==> config.mk <==
export PLATFORM = sky130hd
export DESIGN_NAME = branch_predictor_flat
export DESIGN_NICKNAME = d
export VERILOG_FILES = /design/src/rtl/branch_predictor_if.sv /design/src/rtl/branch_predictor.sv /design/src/flat_wrapper.sv
export SDC_FILE = /design/constraint.sdc
export NUM_CORES = 1
export LEC_CHECK = 0
export BUFFER_PORTS_ARGS = -buffer_cell sky130_fd_sc_hd__clkbuf_2
export CORE_UTILIZATION = 64
export DETAILED_ROUTE_END_ITERATION = 16
export GPL_ROUTABILITY_DRIVEN = 0
export GPL_TIMING_DRIVEN = 1
export PLACE_DENSITY = 0.86
export SLEW_MARGIN = 10
export SYNTH_ARGS = -nofsm -noshare
export SYNTH_HDL_FRONTEND = slang
export SYNTH_SLANG_ARGS = --single-unit
export TNS_END_PERCENT = 30
==> constraint.sdc <==
create_clock -name clk -period 8.5 [get_ports clk]
set_clock_uncertainty 0.2 [all_clocks]
set_input_delay 0.85 -clock clk [delete_from_list [all_inputs] [get_ports clk]]
set_output_delay 0.85 -clock clk [all_outputs]
set_load 0.01 [all_outputs]
==> src/rtl/branch_predictor_if.sv <==
// Fetch/resolve interface of the gshare branch predictor.
// The master side is the core: it issues lookups from fetch and returns
// resolved branches from execute. The slave side is the predictor.
interface branch_predictor_if #(
  parameter int IDX_WIDTH = 6,
  parameter int CNT_WIDTH = 32
);
  // Fetch-stage lookup
  logic                 fetch_valid;
  logic [31:0]          fetch_pc;
  logic                 pred_valid;
  logic                 pred_taken;
  logic [IDX_WIDTH-1:0] pred_idx;

  // Execute-stage resolution
  logic                 resolve_valid;
  logic [IDX_WIDTH-1:0] resolve_idx;
  logic                 resolve_br_en;
  logic                 resolve_pred_taken;
  logic                 mispredict;

  // Statistics
  logic [CNT_WIDTH-1:0] branch_cnt;
  logic [CNT_WIDTH-1:0] mispredict_cnt;

  modport master (
    output fetch_valid, fetch_pc,
    output resolve_valid, resolve_idx, resolve_br_en, resolve_pred_taken,
    input  pred_valid, pred_taken, pred_idx,
    input  mispredict, branch_cnt, mispredict_cnt
  );

  modport slave (
    input  fetch_valid, fetch_pc,
    input  resolve_valid, resolve_idx, resolve_br_en, resolve_pred_taken,
    output pred_valid, pred_taken, pred_idx,
    output mispredict, branch_cnt, mispredict_cnt
  );
endinterface

==> src/rtl/branch_predictor.sv <==
// Gshare direction predictor: a table of 2-bit saturating counters indexed by
// PC[IDX_WIDTH+1:2] XOR global history. Lookups return a registered guess one
// cycle later; resolutions from execute train the counters and the history in
// the same cycle and raise a combinational mispredict flag.
module branch_predictor #(
  parameter int IDX_WIDTH = 6,
  parameter int GHR_WIDTH = 6,
  parameter int CNT_WIDTH = 32
) (
  input  logic               clk,
  input  logic               rst,
  branch_predictor_if.slave  bp
);

  localparam int ENTRIES = 1 << IDX_WIDTH;

  typedef enum logic [1:0] {
    SNT = 2'b00,
    WNT = 2'b01,
    WT  = 2'b10,
    ST  = 2'b11
  } ctr_state_e;

  ctr_state_e           ctr_q [ENTRIES];
  logic [GHR_WIDTH-1:0] ghr_q, ghr_d;
  logic                 pred_valid_q, pred_valid_d;
  logic                 pred_taken_q, pred_taken_d;
  logic [IDX_WIDTH-1:0] pred_idx_q, pred_idx_d;
  logic [CNT_WIDTH-1:0] branch_cnt_q, branch_cnt_d;
  logic [CNT_WIDTH-1:0] mispredict_cnt_q, mispredict_cnt_d;

  logic [IDX_WIDTH-1:0] lookup_idx;
  ctr_state_e           upd_ctr;
  ctr_state_e           lookup_ctr;
  logic                 mispredict;

  // PC bits outside the index field do not take part in the hash.
  logic unused_pc_bits;
  assign unused_pc_bits = ^{bp.fetch_pc[31:IDX_WIDTH+2], bp.fetch_pc[1:0]};

  // One step of the saturating 2-bit counter: taken moves toward ST,
  // not-taken toward SNT.
  function automatic ctr_state_e ctr_step(input ctr_state_e cur, input logic taken);
    ctr_state_e nxt;
    nxt = cur;
    case (cur)
      SNT:     nxt = taken ? WNT : SNT;
      WNT:     nxt = taken ? WT  : SNT;
      WT:      nxt = taken ? ST  : WNT;
      ST:      nxt = taken ? ST  : WT;
      default: nxt = cur;
    endcase
    return nxt;
  endfunction

  assign mispredict = bp.resolve_valid & (bp.resolve_br_en != bp.resolve_pred_taken);

  // Hash the fetch PC with pre-update history and pick the counter to report,
  // forwarding the counter being trained this cycle when the indices collide.
  always_comb begin
    // NOTE: every signal written in always_comb gets a default first so no path leaves it unassigned, which would infer a latch.
    lookup_idx = bp.fetch_pc[IDX_WIDTH+1:2] ^ IDX_WIDTH'(ghr_q);
    upd_ctr    = ctr_step(ctr_q[bp.resolve_idx], bp.resolve_br_en);
    lookup_ctr = ctr_q[lookup_idx];
    if (bp.resolve_valid && (bp.resolve_idx == lookup_idx)) begin
      lookup_ctr = upd_ctr;
    end
  end

  // Next-state for the prediction registers, history and statistics.
  always_comb begin
    pred_valid_d     = bp.fetch_valid;
    pred_taken_d     = pred_taken_q;
    pred_idx_d       = pred_idx_q;
    ghr_d            = ghr_q;
    branch_cnt_d     = branch_cnt_q;
    mispredict_cnt_d = mispredict_cnt_q;

    if (bp.fetch_valid) begin
      pred_taken_d = lookup_ctr[1];
      pred_idx_d   = lookup_idx;
    end

    if (bp.resolve_valid) begin
      ghr_d = (ghr_q << 1) | GHR_WIDTH'(bp.resolve_br_en);
      if (branch_cnt_q != '1) begin
        branch_cnt_d = branch_cnt_q + CNT_WIDTH'(1);
      end
      if (mispredict && (mispredict_cnt_q != '1)) begin
        mispredict_cnt_d = mispredict_cnt_q + CNT_WIDTH'(1);
      end
    end
  end

  // State registers and pattern-table training; reset wins over everything.
  always_ff @(posedge clk) begin
    if (rst) begin
      // NOTE: the pattern table is reset entry by entry because a cold predictor must start every counter at weakly not-taken.
      for (int i = 0; i < ENTRIES; i++) begin
        ctr_q[i] <= WNT;
      end
      ghr_q            <= '0;
      pred_valid_q     <= 1'b0;
      pred_taken_q     <= 1'b0;
      pred_idx_q       <= '0;
      branch_cnt_q     <= '0;
      mispredict_cnt_q <= '0;
    end else begin
      // NOTE: sequential state uses non-blocking assignments so every register samples pre-edge values.
      if (bp.resolve_valid) begin
        ctr_q[bp.resolve_idx] <= upd_ctr;
      end
      ghr_q            <= ghr_d;
      pred_valid_q     <= pred_valid_d;
      pred_taken_q     <= pred_taken_d;
      pred_idx_q       <= pred_idx_d;
      branch_cnt_q     <= branch_cnt_d;
      mispredict_cnt_q <= mispredict_cnt_d;
    end
  end

  assign bp.pred_valid     = pred_valid_q;
  assign bp.pred_taken     = pred_taken_q;
  assign bp.pred_idx       = pred_idx_q;
  assign bp.mispredict     = mispredict;
  assign bp.branch_cnt     = branch_cnt_q;
  assign bp.mispredict_cnt = mispredict_cnt_q;

endmodule
==> src/flat_wrapper.sv <==
// flat-port wrapper written by rule: the top's interface ports become plain ports
module branch_predictor_flat 
#(
  parameter int IDX_WIDTH = 6,
  parameter int GHR_WIDTH = 6,
  parameter int CNT_WIDTH = 32
)
  (clk, rst, bp_fetch_valid, bp_fetch_pc, bp_resolve_valid, bp_resolve_idx, bp_resolve_br_en, bp_resolve_pred_taken, bp_pred_valid, bp_pred_taken, bp_pred_idx, bp_mispredict, bp_branch_cnt, bp_mispredict_cnt);
  branch_predictor_if #(.IDX_WIDTH(IDX_WIDTH), .CNT_WIDTH(CNT_WIDTH)) bp_i ();
  input  logic clk;
  input  logic rst;
  input wire logic [$bits(bp_i.fetch_valid)-1:0] bp_fetch_valid;
  input wire logic [$bits(bp_i.fetch_pc)-1:0] bp_fetch_pc;
  input wire logic [$bits(bp_i.resolve_valid)-1:0] bp_resolve_valid;
  input wire logic [$bits(bp_i.resolve_idx)-1:0] bp_resolve_idx;
  input wire logic [$bits(bp_i.resolve_br_en)-1:0] bp_resolve_br_en;
  input wire logic [$bits(bp_i.resolve_pred_taken)-1:0] bp_resolve_pred_taken;
  output wire logic [$bits(bp_i.pred_valid)-1:0] bp_pred_valid;
  output wire logic [$bits(bp_i.pred_taken)-1:0] bp_pred_taken;
  output wire logic [$bits(bp_i.pred_idx)-1:0] bp_pred_idx;
  output wire logic [$bits(bp_i.mispredict)-1:0] bp_mispredict;
  output wire logic [$bits(bp_i.branch_cnt)-1:0] bp_branch_cnt;
  output wire logic [$bits(bp_i.mispredict_cnt)-1:0] bp_mispredict_cnt;
  assign bp_i.fetch_valid = bp_fetch_valid;
  assign bp_i.fetch_pc = bp_fetch_pc;
  assign bp_i.resolve_valid = bp_resolve_valid;
  assign bp_i.resolve_idx = bp_resolve_idx;
  assign bp_i.resolve_br_en = bp_resolve_br_en;
  assign bp_i.resolve_pred_taken = bp_resolve_pred_taken;
  assign bp_pred_valid = bp_i.pred_valid;
  assign bp_pred_taken = bp_i.pred_taken;
  assign bp_pred_idx = bp_i.pred_idx;
  assign bp_mispredict = bp_i.mispredict;
  assign bp_branch_cnt = bp_i.branch_cnt;
  assign bp_mispredict_cnt = bp_i.mispredict_cnt;
  branch_predictor #(.IDX_WIDTH(IDX_WIDTH), .GHR_WIDTH(GHR_WIDTH), .CNT_WIDTH(CNT_WIDTH)) u_core (.clk(clk), .rst(rst), .bp(bp_i));
endmodule
# Yosys cells after proc, flatten, opt, wreduce, memory -nomap -nowiden
# Memory sizes are Yosys's and may differ from the RTL's. A register that Yosys moved wholly into a read port is not among the register bits.
# Index checks and enable logic that the tools add are counted.
[op_classes]
add_sub_neg = 2
n_eq_ne = 6
muxes = 13
n_bitwise = 3
n_reduce_logical = 5
[ops]
columns = ["cell", "count"]
rows = [
  ["$add A32 B1 Y32 const B", 2],
  ["$ne A32 B32 Y1 const B", 2],
  ["$mux W1", 8],
  ["$pmux W2 S4", 1],
  ["$mux W2", 3],
  ["$mux W6", 1],
  ["$or A6 B1 Y6", 1],
  ["$xor A6 B6 Y6", 1],
  ["$eq A2 B2 Y1 const B", 2],
  ["$reduce_and A2 Y1", 2],
  ["$eq A2 B1 Y1 const B", 1],
  ["$logic_not A2 Y1", 1],
  ["$reduce_or A2 Y1", 1],
  ["$and A1 B1 Y1", 1],
  ["$logic_and A1 B1 Y1", 1],
  ["$ne A1 B1 Y1", 1],
]
[totals]
ff_bits = 77
ramBits = 128
input_bits = 44
output_inout_bits = 73
word_cells = 35
n_memories = 1
[memory_table]
columns = ["memory", "depth", "word_bits", "rd", "rd_clocked_by_memory_dff", "write_ports", "line", "rtl"]
rows = [
  ["u_core.ctr_q", 64, 2, 2, 1, 64, "branch_predictor.sv:24", "ctr_state_e ctr_q [ENTRIES];"],
]

# Depth between registers and ports, before layout
# Gate-level depths: netlist of run 1.
[logic_depth]
word_depth = 5
ltp_mapped = 13
ltp_nobuf = 8

# Worst setup path before layout of run 1
# OpenSTA, ideal clock, no wires.
[synth_timing]
kind = "input to register"
from = "input bp_resolve_idx[1]"
to = "memory u_core.ctr_q[0][0] (netlist name) (data pin)"
arrival_ps = 3107
required_time_ps = 8012
slack_ps = 4904
path_stages = 11
n_path_buf = 3
cell_sequence = "buf_2 > buf_1 > mux4_2 > o21ai_0 > a21oi_1 > a2111o_1 > nor4_2 > nand2b_1 > a21oi_4 > buf_2 > nand3_1"
[synth_rtl]
columns = ["item", "line", "rtl"]
rows = [
  ["start, declared", "flat_wrapper.sv:15", "input wire logic [$bits(bp_i.resolve_idx)-1:0] bp_resolve_idx;"],
  ["end, declared", "branch_predictor.sv:24", ""],
]

==> results.md, run 1 <==
* Outcome: complete, no violations
* Worst skew pair latency at 510 ps
* Grt met3 use at 6.314%
* F_max at 0.1961 GHz
* Initial drt markers at 1061
* Slew Viols, Final at 0
* Final setup violation count at 0
* Largest net degree at the start of global routing at 82
* Switching Fraction at 24.57%
* Area Growth Syn to Fin at 11.71%
* Count of final hold-check violations at 0
* CP most frequent cell: buf_4
* Core area at 0.01594 mm^2
* Synth cell types at 64
* Seq cells post-synth at 206
* Main synth FF type: edfxtp_1
* CTS Buffer Depth at 3
* Clock power frac at 42.0%
* Setup Crit Path Kind: input port to register
* Part of the Yosys area used for sequential elements at 51.63%
* Num Clock Sinks at 206
* CTS Buf Count at 22
* RSZ-0062 raised after global routing: false
* Post-DP HPWL at 16060 um
* Internal Power at 1.710 mW
* Crit path time final at 5099 ps
* Seq pwr share at 48.2%
* Antenna cells at 0
* Starting Density at 65.67%
* Drt drc at 0
* Setup tns final at 0 ps
* Full die area at 0.01688 mm^2
* Vias in the first global route at 7656
* Layout cells sized above 1 at 16.82%
* Slowest cell delay on critical path at 750 ps
* Leak at 4.003 nW
* Met1 GRT Util at 39.80%
* First-pass GRT wire length at 39300 um
* H-tree depth at 1
* PortBufs at 90
* Drt pass-1 iters at 6
* Final setup margin at 3401 ps
* Top Family by Delay on Critical Path: buffers and inverters
* Maximum vdd drop at 0.0001888 V
* DR vias/cell at 6.331
* Total Power at 2.267 mW
* Nets@finish at 1142
* Crit path buf inv count at 3
* Die Ht at 129.9 um
* CTS tree: built
* Initial antenna violation count at 0
* Final instance area at 0.01170 mm^2
* GRT overflow at 0
* Arr. time, crit path at 5120 ps
* Routed WL per cell at 19.31 um
* Tcrit/Tclk final at 59.99%
* Worst relative slew slack at 23.15%
* # rows at 46
* Cells along the critical path: clkbuf_2, buf_4, mux4_2, mux2i_1, o22ai_1, a2111oi_0, and4b_1, maj3_2, buf_4, nor3_1
* Synth Net Count at 1091
* Critical Path RT at 8520 ps
* Synth warn at 0
* Routed vias at 8408
* Slowest cell on crit path: a2111oi_0
* Post-CTS setup buffer count at 0
* GR peak layer: met2
* Worst slew pin tran at 1148 ps
* Routed Wire Length at 25650 um
* Commonest non-fill, non-tap cell in the layout: nor2_1
* Power density of the placed cells at 193.8 mW/mm^2
* Min-Delay Path Class: register to register
* Ports at 117
* Pre-CTS WS at 3190 ps
* Met2 usage at 49.54%
* Placed Area at 0.01098 mm^2
* Post-route ant nets at 0
* Combinational fraction of design power at 9.8%
* Critical path peak fanout at 39
* Share of flip-flops with an asynchronous set or reset at 0%
* Post-synth EDFFs at 128
* Clock-pin slew on the worst setup and hold paths at 60 ps
* Post-CTS Hold Buffers at 0
* NetSw at 0.5569 mW
* Most frequent cells in the layout: 150 x nor2_1, 130 x nand2_1, 128 x edfxtp_1
* # fillers at 1113
* Synth Area per Inst at 10.02 um^2
* Mapped Cells at 1045
* CTS Root Cell: clkbuf_16
* Total Routing Usage GR at 30.42%
* Critical Path Source Type: input port
* Post_cts resized at 0
* Chip width at 129.9 um
* CP Capture Type: register
* Post-Syn Area at 0.01047 mm^2
* # Max-Cap Violations at 0
-- Yosys cell counts (all sizes together) (2+ instances only) --
master,count,area [um^2]
xor2,42,367.9
a211oi,6,45.04
o2bb2ai,2,17.52
ha,2,25.02
nor4,7,50.05
inv,16,60.05
nand3,57,285.3
mux4,26,585.6
a32o,2,20.02
buf,28,141.4
and2,8,50.05
nand2,130,488.0
mux2,14,157.6
a22o,2,17.52
a2111oi,2,23.77
nand4,18,112.6
xnor2,29,254.0
a221oi,2,17.52
clkbuf,46,172.7
nor2b,9,56.30
nor3,58,290.3
and4,9,78.83
nand2b,4,25.02
nor2,150,563.0
or3,8,50.05
a31oi,3,18.77
o211ai,2,15.01
a22oi,7,52.55
nand3b,4,30.03
dfxtp,78,1562
mux2i,29,290.3
nor3b,5,37.54
a32oi,2,17.52
and3,6,37.54
edfxtp,128,3844
o22ai,4,25.02
a21oi,18,101.4
o21ai,64,320.3
-- registers in the layout (all words and copies together), names as in the netlist --
register,count
u_core.bp.mispredict_cnt,32
u_core.ctr_q,128
u_core.bp.pred_valid,1
u_core.bp.branch_cnt,32
u_core.bp.pred_taken,1
u_core.ghr_q,6
u_core.bp.pred_idx,6
-- worst paths after layout --
kind                    startpoint                    end  slack [ps]  cells past startpoint
max              bp_resolve_idx[0]    u_core.ctr_q[12][1]        3400                     10
min          u_core.bp.pred_idx[4]  u_core.bp.pred_idx[4]         290                      2
max reg2reg    u_core.ctr_q[42][0]    u_core.ctr_q[12][1]        4430                      8
min reg2reg  u_core.bp.pred_idx[4]  u_core.bp.pred_idx[4]         290                      2
-- routing by layer --
| layer | share of wire [%] | vias to the layer above |
|---|---|---|
| li1 | - | 3870 |
| met1 | 38 | 3921 |
| met2 | 47 | 527 |
| met3 | 11 | 90 |
| met4 | 3.8 | 0 |
| met5 | 0 | - |
-- metrics by stage --
stage | std cells | util, % | hold slack, ps
2_1_floorplan | 1045 | - | 282.2
3_3_place_gp | 1288 | 68.86 | 271.9
3_5_place_dp | 1288 | 68.86 | 279.8
4_1_cts | 1328 | 73.36 | 287.9
5_1_grt | 1328 | 73.36 | 312.8
6_report | 1328 | 73.36 | 287.7
-- area by class of cell --
cell class,count,area (um^2),area share [%]
Tap cell,216,270.3,2.311
Timing Repair Buffer,101,533.0,4.557
Multi-Input combinational cell,749,4710,40.27
Sequential cell,206,5405,46.21
Inverter,16,60.06,0.5135
Clock buffer,25,593.1,5.071
Clock inverter,15,125.1,1.070
-- logic make-up (layout without fill, tap and decap cells) --
kind of cell               Yosys count  in the layout  share of synthesized area (%)
adders and majority gates            3              3                         0.3346
xor gates and xnor gates            71             71                          5.939
muxes                               69             69                          9.871
DFF                                206            206                          51.63
AOI/OAI and AO/OA                  130            130                          7.792
and+or+nand+nor                    476            476                          20.87
buffers and inverters               90            157                          3.573
-- worst min-delay path: cells and delay by family (launching register included) --
kind	cells	cell delay, ps
compound gates	1	50
flops	1	310
simple gates	1	80
-- power by group through the flow --
stage	sequential [mW]	clock (mW)	combinational, mW
3_5_place_dp	1.11	0	0.217
6_report	1.09	0.953	0.222
5_1_grt	1.09	0.999	0.237
3_3_place_gp	1.11	0	0.212
2_1_floorplan	1.11	0	0.159
4_1_cts	1.09	0.953	0.218
No activity file was read; power rests on OpenSTA's default activity.
==> run 2, diff against run 1 <==
--- a/config.mk
+++ b/config.mk
@@ -5,12 +5,13 @@
 export SDC_FILE = /design/constraint.sdc
 export NUM_CORES = 1
 export LEC_CHECK = 0
+export ABC_AREA = 1
 export BUFFER_PORTS_ARGS = -buffer_cell sky130_fd_sc_hd__clkbuf_2
-export CORE_UTILIZATION = 64
+export CORE_UTILIZATION = 60
 export DETAILED_ROUTE_END_ITERATION = 16
 export GPL_ROUTABILITY_DRIVEN = 0
 export GPL_TIMING_DRIVEN = 1
-export PLACE_DENSITY = 0.86
+export PLACE_DENSITY = 0.81
 export SLEW_MARGIN = 10
 export SYNTH_ARGS = -nofsm -noshare
 export SYNTH_HDL_FRONTEND = slang
==> constraint.sdc (replaced) <==
create_clock -name clk -period 4.96 [get_ports clk]
set_clock_uncertainty 0.2 [all_clocks]
set_input_delay 0.496 -clock clk [delete_from_list [all_inputs] [get_ports clk]]
set_output_delay 0.496 -clock clk [all_outputs]
set_load 0.01 [all_outputs]
==> results.md, run 2 <==
* Outcome: complete, no violations
* Initial antenna violation count at 0 (unchanged)
* CP Capture Type: register
* Most frequent cells in the layout: 584 x nand2_1, 234 x inv_1, 219 x nor2_1
* Num Clock Sinks at 206 (unchanged)
* Starting Density at 61.71% (-4.0 points)
* Top-count cell post-synth: nand2_1
* Seq cells post-synth at 206 (unchanged)
* Crit path time final at 3248 ps
* Post-DP HPWL at 21130 um (+32%)
* Util after Layout at 68.78% (-4.6 points)
* Commonest non-fill, non-tap cell in the layout: nand2_1
* Die Ht at 141.2 um (+8.7%)
* Initial drt markers at 1197 (+13%)
* Vias in the first global route at 10570 (+38%)
* Synth top cells by count: 584 x nand2_1, 235 x inv_1, 219 x nor2_1, 128 x edfxtp_1, 93 x nand3_1
* Slew Viols, Final at 0 (unchanged)
* Count of final hold-check violations at 0 (unchanged)
* Mapped Cells at 1666 (+59%)
* GRT overflow at 0 (unchanged)
* Synth top area cells: edfxtp_1 33%, nand2_1 19%, dfxtp_1 13%, inv_1 7.6%, nor2_1 7.1%
* Leak at 5.296 nW (+32%)
* Layout cells sized above 1 at 8.524% (-8.3 points)
* Switching Fraction at 26.94% (+2.4 points)
* First-pass GRT wire length at 51250 um (+30%)
* Final setup margin at 1712 ps (-1689 ps)
* Post-synthesis xor/xnor area fraction at 1.809% (-4.1 points)
* Adder-Cell Fraction of Synth Area at 0.2153% (-0.12 points)
* Part of the Yosys area used for sequential elements at 46.51% (-5.1 points)
* H-tree depth at 1 (unchanged)
* CP startpoint: bp_resolve_idx[0]
* Chip width at 141.2 um (+8.7%)
* # Max-Cap Violations at 0 (unchanged)
* Cells along the critical path: buf_2, buf_4, o21ai_0, nand2_1, nand2_1, nand2_1, nand2_1, nand2_1, nand2_1, nor2_1, nand2_1, nand2_1, nand2_1, inv_2, buf_12, nor2_1
* Clock-pin slew on the worst setup and hold paths at 60 ps (about the same)
* Grt met3 use at 5.707% (-0.61 points)
* Post_cts resized at 0 (unchanged)
* DR vias/cell at 5.543 (-12%)
* Mux cell area share after synthesis at 0% (-9.9 points)
* Slowest cell on crit path: buf_4
* Routed Wire Length at 31690 um (+24%)
* Drt drc at 0 (unchanged)
* Pre-CTS WS at 1334 ps (-1856 ps)
* Synth warn at 0 (unchanged)
* Clock power frac at 40.7% (-1.3 points)
* PortBufs at 90 (unchanged)
* Post-CTS setup buffer count at 0 (unchanged)
* # rows at 50 (+8.7%)
* Worst relative slew slack at 21.49% (-1.7 points)
* Min-Delay Path Class: input port to register
* Maximum vdd drop at 0.0002586 V (+37%)
* Nets@finish at 1777 (+56%)
* Antenna cells at 0 (unchanged)
* Largest family of logic cells by synthesized area: simple AND/OR/NAND/NOR gates
* Synth Net Count at 1712 (+57%)
* Non-filler cells, final at 2008 (+51%)
* Internal Power at 2.895 mW (+69%)
* CTS Root Cell: clkbuf_16
* Routed vias at 11130 (+32%)
* CTS tree: built
* Met2 usage at 53.57% (+4.0 points)
* Max reg flops at 128 (unchanged)
* Power density of the placed cells at 305.9 mW/mm^2 (+58%)
* Post-Syn Area at 0.01162 mm^2 (+11%)
* Top Family by Delay on Critical Path: buffers and inverters
* Share of flip-flops with an asynchronous set or reset at 0% (unchanged)
* Post-synth EDFFs at 128 (unchanged)
* Arr. time, crit path at 3310 ps (-1810 ps)
* Cell taking the most area after synthesis: edfxtp_1
* Seq pwr share at 47.2% (-1.0 points)
* Combinational fraction of design power at 12.1% (+2.3 points)
* Synth Area in Compound Gates at 7.515% (-0.28 points)
* RSZ-0062 raised after global routing: false
* GR peak layer: met2
* Routed WL per cell at 15.78 um (-18%)
* Yosys top cell area share at 33.07% (-3.6 points)
* Setup tns final at 0 ps (unchanged)
* Total Power at 3.962 mW (+75%)
* Cells after DPL at 1966 (+53%)
* F_max at 0.3079 GHz
* Largest reg by FF count: u_core.ctr_q
* Ports at 117 (unchanged)
* Drt pass-1 iters at 6 (unchanged)
* Synth cell types at 33 (-48%)
* CP most frequent cell: nand2_1
* Total Routing Usage GR at 32.53% (+2.1 points)
* Worst slew pin tran at 1177 ps (+28.92 ps)
* Placed Area at 0.01225 mm^2 (+12%)
* Full die area at 0.01993 mm^2 (+18%)
* Worst hold start: bp_resolve_valid
* Worst skew pair latency at 520 ps (about the same)
* Critical path peak fanout at 93 (+140%)
* Slowest cell delay on critical path at 700 ps (-50 ps)
* CTS Buf Count at 23 (+4.5%)
* Synth Area in Simple Gates at 33.93% (+13 points)
* Area Growth Syn to Fin at 11.46%
* CTS Buffer Depth at 3 (unchanged)
* Synth Area per Inst at 6.975 um^2 (-30%)
* Met1 GRT Util at 41.39% (+1.6 points)
* WHS at 133.4 ps (-154.3 ps)
* NetSw at 1.067 mW (+92%)
* Reg2reg start: u_core.bp.branch_cnt[1]
* Setup Crit Path Kind: input port to register
* Main synth FF type: edfxtp_1
* Crit path buf inv count at 4 (+1)
* Critical Path Source Type: input port
* Final setup violation count at 0 (unchanged)
* Final instance area at 0.01295 mm^2 (+11%)
* Post-CTS Hold Buffers at 0 (unchanged)
* Critical Path RT at 5020 ps (-3500 ps)
* Core area at 0.01883 mm^2 (+18%)
* Post-route ant nets at 0 (unchanged)
* Largest net degree at the start of global routing at 94 (+15%)
* Tcrit/Tclk final at 65.49%
run 2: per-layer routing:
| metal | vias up | wire, um |
|---|---|---|
| li1 | 5406 | - |
| met5 | - | 0 |
| met1 | 5013 | 12550 |
| met2 | 587 | 14610 |
| met3 | 124 | 3166 |
| met4 | 0 | 1363 |
run 2: logic make-up after synthesis:
kind of cell    after synthesis
simple gates                977
buf+inv                     301
flops                       206
compound gates              156
xor+xnor                     24
fa+ha+maj                     2
run 2: power by group through the flow:
stage                     Combinational (mW)  Clock [mW]  Sequential, mW
final                                  0.479        1.61            1.87
after global routing                   0.521        1.69            1.87
after CTS                              0.467        1.62            1.87
after detailed placement               0.464           0            1.91
after global placement                 0.455           0            1.91
after floorplan                        0.317           0            1.91
run 2: worst register-to-register path: stages, from the launching register on:
cell     delay, ps
dfxtp_1        350
ha_1           240
nand3_1         90
nor2_1          60
nand2_1         90
nor2_1          80
nand2_1         70
nand2_1        360
nor2_1         420
nand2_1        130
nor2_1         300
nand2_1        170
nor2_1         120
nand2_1         50
nand2_1         50
nor2_1          40
run 2: area by class of cell:
class | instances | area, um^2
multi-input combinational | 1159 | 5066
clock inverter | 13 | 92.59
tap | 260 | 325.3
inverter | 238 | 894.6
fill | 1607 | 5878
timing repair buffer | 103 | 560.5
sequential | 206 | 5405
clock buffer | 29 | 608.1
run 2: path summary, 6_finish.rpt:
path / to / slack (ps) / cells after the start
min: u_core.ghr_q[0] / 130 / 2
min reg2reg: u_core.ghr_q[5] / 280 / 2
max reg2reg: u_core.bp.branch_cnt[30] / 2040 / 15
max: u_core.ctr_q[29][1] / 1710 / 16
==> run 3, diff against run 2 <==
--- a/config.mk
+++ b/config.mk
@@ -5,13 +5,13 @@
 export SDC_FILE = /design/constraint.sdc
 export NUM_CORES = 1
 export LEC_CHECK = 0
-export ABC_AREA = 1
+export ABC_AREA = 0
 export BUFFER_PORTS_ARGS = -buffer_cell sky130_fd_sc_hd__clkbuf_2
-export CORE_UTILIZATION = 60
+export CORE_UTILIZATION = 53
 export DETAILED_ROUTE_END_ITERATION = 16
 export GPL_ROUTABILITY_DRIVEN = 0
 export GPL_TIMING_DRIVEN = 1
-export PLACE_DENSITY = 0.81
+export PLACE_DENSITY = 0.76
 export SLEW_MARGIN = 10
 export SYNTH_ARGS = -nofsm -noshare
 export SYNTH_HDL_FRONTEND = slang
==> constraint.sdc (replaced) <==
create_clock -name clk -period 2.77 [get_ports clk]
set_clock_uncertainty 0.2 [all_clocks]
set_input_delay 0.277 -clock clk [delete_from_list [all_inputs] [get_ports clk]]
set_output_delay 0.277 -clock clk [all_outputs]
set_load 0.01 [all_outputs]
==> results.md, run 3 (synthesis results as in run 1) <==
* Critical Path Source Type: register
* Largest net degree at the start of global routing at 78 (-17%)
* Routed vias at 9103 (-18%)
* # Max-Cap Violations at 0 (unchanged)
* Internal Power at 5.538 mW (+91%)
* Cells along the critical path: mux2_2, a222oi_1, a21boi_2, o22ai_1, nor4_4, nand2b_1, a21oi_4, buf_6, clkbuf_16, nand3_2
* H-tree depth at 1 (unchanged)
* CTS Buf Count at 22 (-4.3%)
* Min-Delay Path Class: input port to register
* Slowest cell on crit path: a222oi_1
* Placed Area at 0.01178 mm^2 (-3.9%)
* Antenna cells at 0 (unchanged)
* CTS Buffer Depth at 3 (unchanged)
* Arr. time, crit path at 3220 ps (-90 ps)
* Seq pwr share at 45.3% (-1.9 points)
* CTS Root Cell: clkbuf_16
* Worst skew pair latency at 520 ps (about the same)
* Clock power frac at 39.1% (-1.6 points)
* Crit path time final at 3149 ps
* Post-DP HPWL at 19310 um (-8.6%)
* Layout cells sized above 1 at 28.79% (+20 points)
* Routed Wire Length at 29900 um (-5.6%)
* Ports at 117 (unchanged)
* Critical Path RT at 2840 ps (-2180 ps)
* Num Clock Sinks at 206 (unchanged)
* Most frequent cells in the layout: 142 x nor2_1, 128 x edfxtp_1, 117 x nand2_1
* Nets@finish at 1252 (-30%)
* Final setup margin at -379.1 ps (-2091 ps)
* GRT overflow at 0 (unchanged)
* Pre-CTS WS at -782.4 ps (-2116 ps)
* Total Routing Usage GR at 29.01% (-3.5 points)
* PortBufs at 90 (unchanged)
* Power density of the placed cells at 560.3 mW/mm^2 (+83%)
* Tcrit/Tclk final at 113.7%
* Failing checks: setup timing
* Leak at 4.713 nW (-11%)
* Maximum vdd drop at 0.0003361 V (+30%)
* Vias in the first global route at 8444 (-20%)
* Drt drc at 0 (unchanged)
* DR vias/cell at 6.134 (+11%)
* Slowest cell delay on critical path at 500 ps (-200 ps)
* WP depth at 10 (-6)
* Largest reg by FF count: u_core.ctr_q
* Slew Viols, Final at 0 (unchanged)
* Routed WL per cell at 20.15 um (+28%)
* Area Growth Syn to Fin at 26.22%
* Commonest non-fill, non-tap cell in the layout: nor2_1
* Drt pass-1 iters at 5 (-1)
* Initial drt markers at 796 (-34%)
* # fillers at 1429 (-11%)
* Combinational fraction of design power at 15.5% (+3.4 points)
* WHS at 44.09 ps (-89.29 ps)
* RSZ-0062 raised after global routing: true
* Final instance area at 0.01322 mm^2 (+2.0%)
* Outcome: finished with violations
* Starting Density at 53.97% (-7.7 points)
* Die Ht at 142.6 um (+0.98%)
* Count of final hold-check violations at 0 (unchanged)
* CP Capture Type: register
* NetSw at 1.867 mW (+75%)
* # rows at 51 (+2.0%)
* Max reg flops at 128 (unchanged)
* Setup Crit Path Kind: register to register
* Chip width at 142.6 um (+0.98%)
* Worst slew pin tran at 755.1 ps (-421.5 ps)
* Top Family by Delay on Critical Path: compound AO/OA/AOI/OAI gates
* Initial antenna violation count at 0 (unchanged)
* Hold depth at 4 (+2)
* Full die area at 0.02032 mm^2 (+2.0%)
* Worst relative slew slack at 49.66% (+28 points)
* Setup tns final at -38090 ps (-38090 ps)
* Clock-pin slew on the worst setup and hold paths at 70 ps (about the same)
* First-pass GRT wire length at 45180 um (-12%)
* Switching Fraction at 25.21% (-1.7 points)
* Crit path buf inv count at 2 (-2)
* CTS tree: built
* Post-route ant nets at 0 (unchanged)
* Cell depth of the worst flop-to-flop path at 10 (-5)
* F_max at 0.3176 GHz
* Final setup violation count at 129 (+129)
* Core area at 0.01940 mm^2 (+3.0%)
* Critical path peak fanout at 5 (-95%)
run 3: changes by cell type in the layout (fill, tap and decap cells not counted), sizes merged, moves of 36 or more:
| cell | previous run | this run |
|---|---|---|
| nand2 | 584 | 130 |
| buf | 14 | 117 |
| a21oi | 62 | 18 |
| nor2 | 219 | 150 |
| inv | 238 | 16 |
| nand3 | 93 | 57 |
run 3: worst paths after layout:
| kind | slack, ps | startpoint | to |
|---|---|---|---|
| max | -380 | u_core.ctr_q[30][1] | u_core.ctr_q[38][0] |
| min | 40 | bp_fetch_pc[7] | u_core.bp.pred_idx[5] |
| max reg2reg | -380 | u_core.ctr_q[30][1] | u_core.ctr_q[38][0] |
| min reg2reg | 290 | u_core.bp.pred_idx[5] | u_core.bp.pred_idx[5] |
run 3: repair_timing:
| action | in CTS | in global routing |
|---|---|---|
| pin swaps | 5 | 14 |
| hold endpoints to repair | 5 | 0 |
| setup buffers | 9 | 2 |
| setup endpoints to repair | 129 | 137 |
| hold buffers | 2 | 0 |
| gates resized for setup | 53 | 41 |
| cloned | 8 | 3 |
run 3: area by class of cell:
class                      instances  area (um^2)  share of cell area, %
sequential                       206         5405                  40.90
multi-input combinational        749         5034                  38.09
timing repair buffer             211         1684                  12.74
clock buffer                      29        598.1                  4.526
tap                              265        331.6                  2.509
clock inverter                     8        102.6                 0.7764
inverter                          16        60.06                 0.4545
run 3: per-layer routing:
| metal | part of all wire (%) | track usage (%) | up-vias |
|---|---|---|---|
| li1 | - | - | 4078 |
| met1 | 38 | 37.24 | 4370 |
| met2 | 48 | 48.17 | 566 |
| met3 | 9.9 | 5.215 | 89 |
| met4 | 4.0 | 12.56 | 0 |
| met5 | 0 | 0 | - |
run 3: per-stage QoR:
stage | util, % | std cells | power (mW)
2_1_floorplan | - | 1045 | 3.917
3_3_place_gp | 60.71 | 1424 | 4.191
3_5_place_dp | 60.71 | 1424 | 4.206
4_1_cts | 67.07 | 1480 | 7.326
5_1_grt | 68.12 | 1484 | 7.593
6_report | 68.12 | 1484 | 7.405
run 3: tightest hold or removal path: stages:
cell,delay [ps]
clkbuf_2,90
xnor2_1,100
buf_4,140
a211oi_1,70
run 3: power by group through the flow:
stage	clock network, mW	registers (mW)	logic [mW]
after floorplan	0	3.41	0.511
after global placement	0	3.42	0.775
after detailed placement	0	3.42	0.787
after CTS	2.91	3.35	1.06
after global routing	3.03	3.36	1.20
final	2.90	3.36	1.15
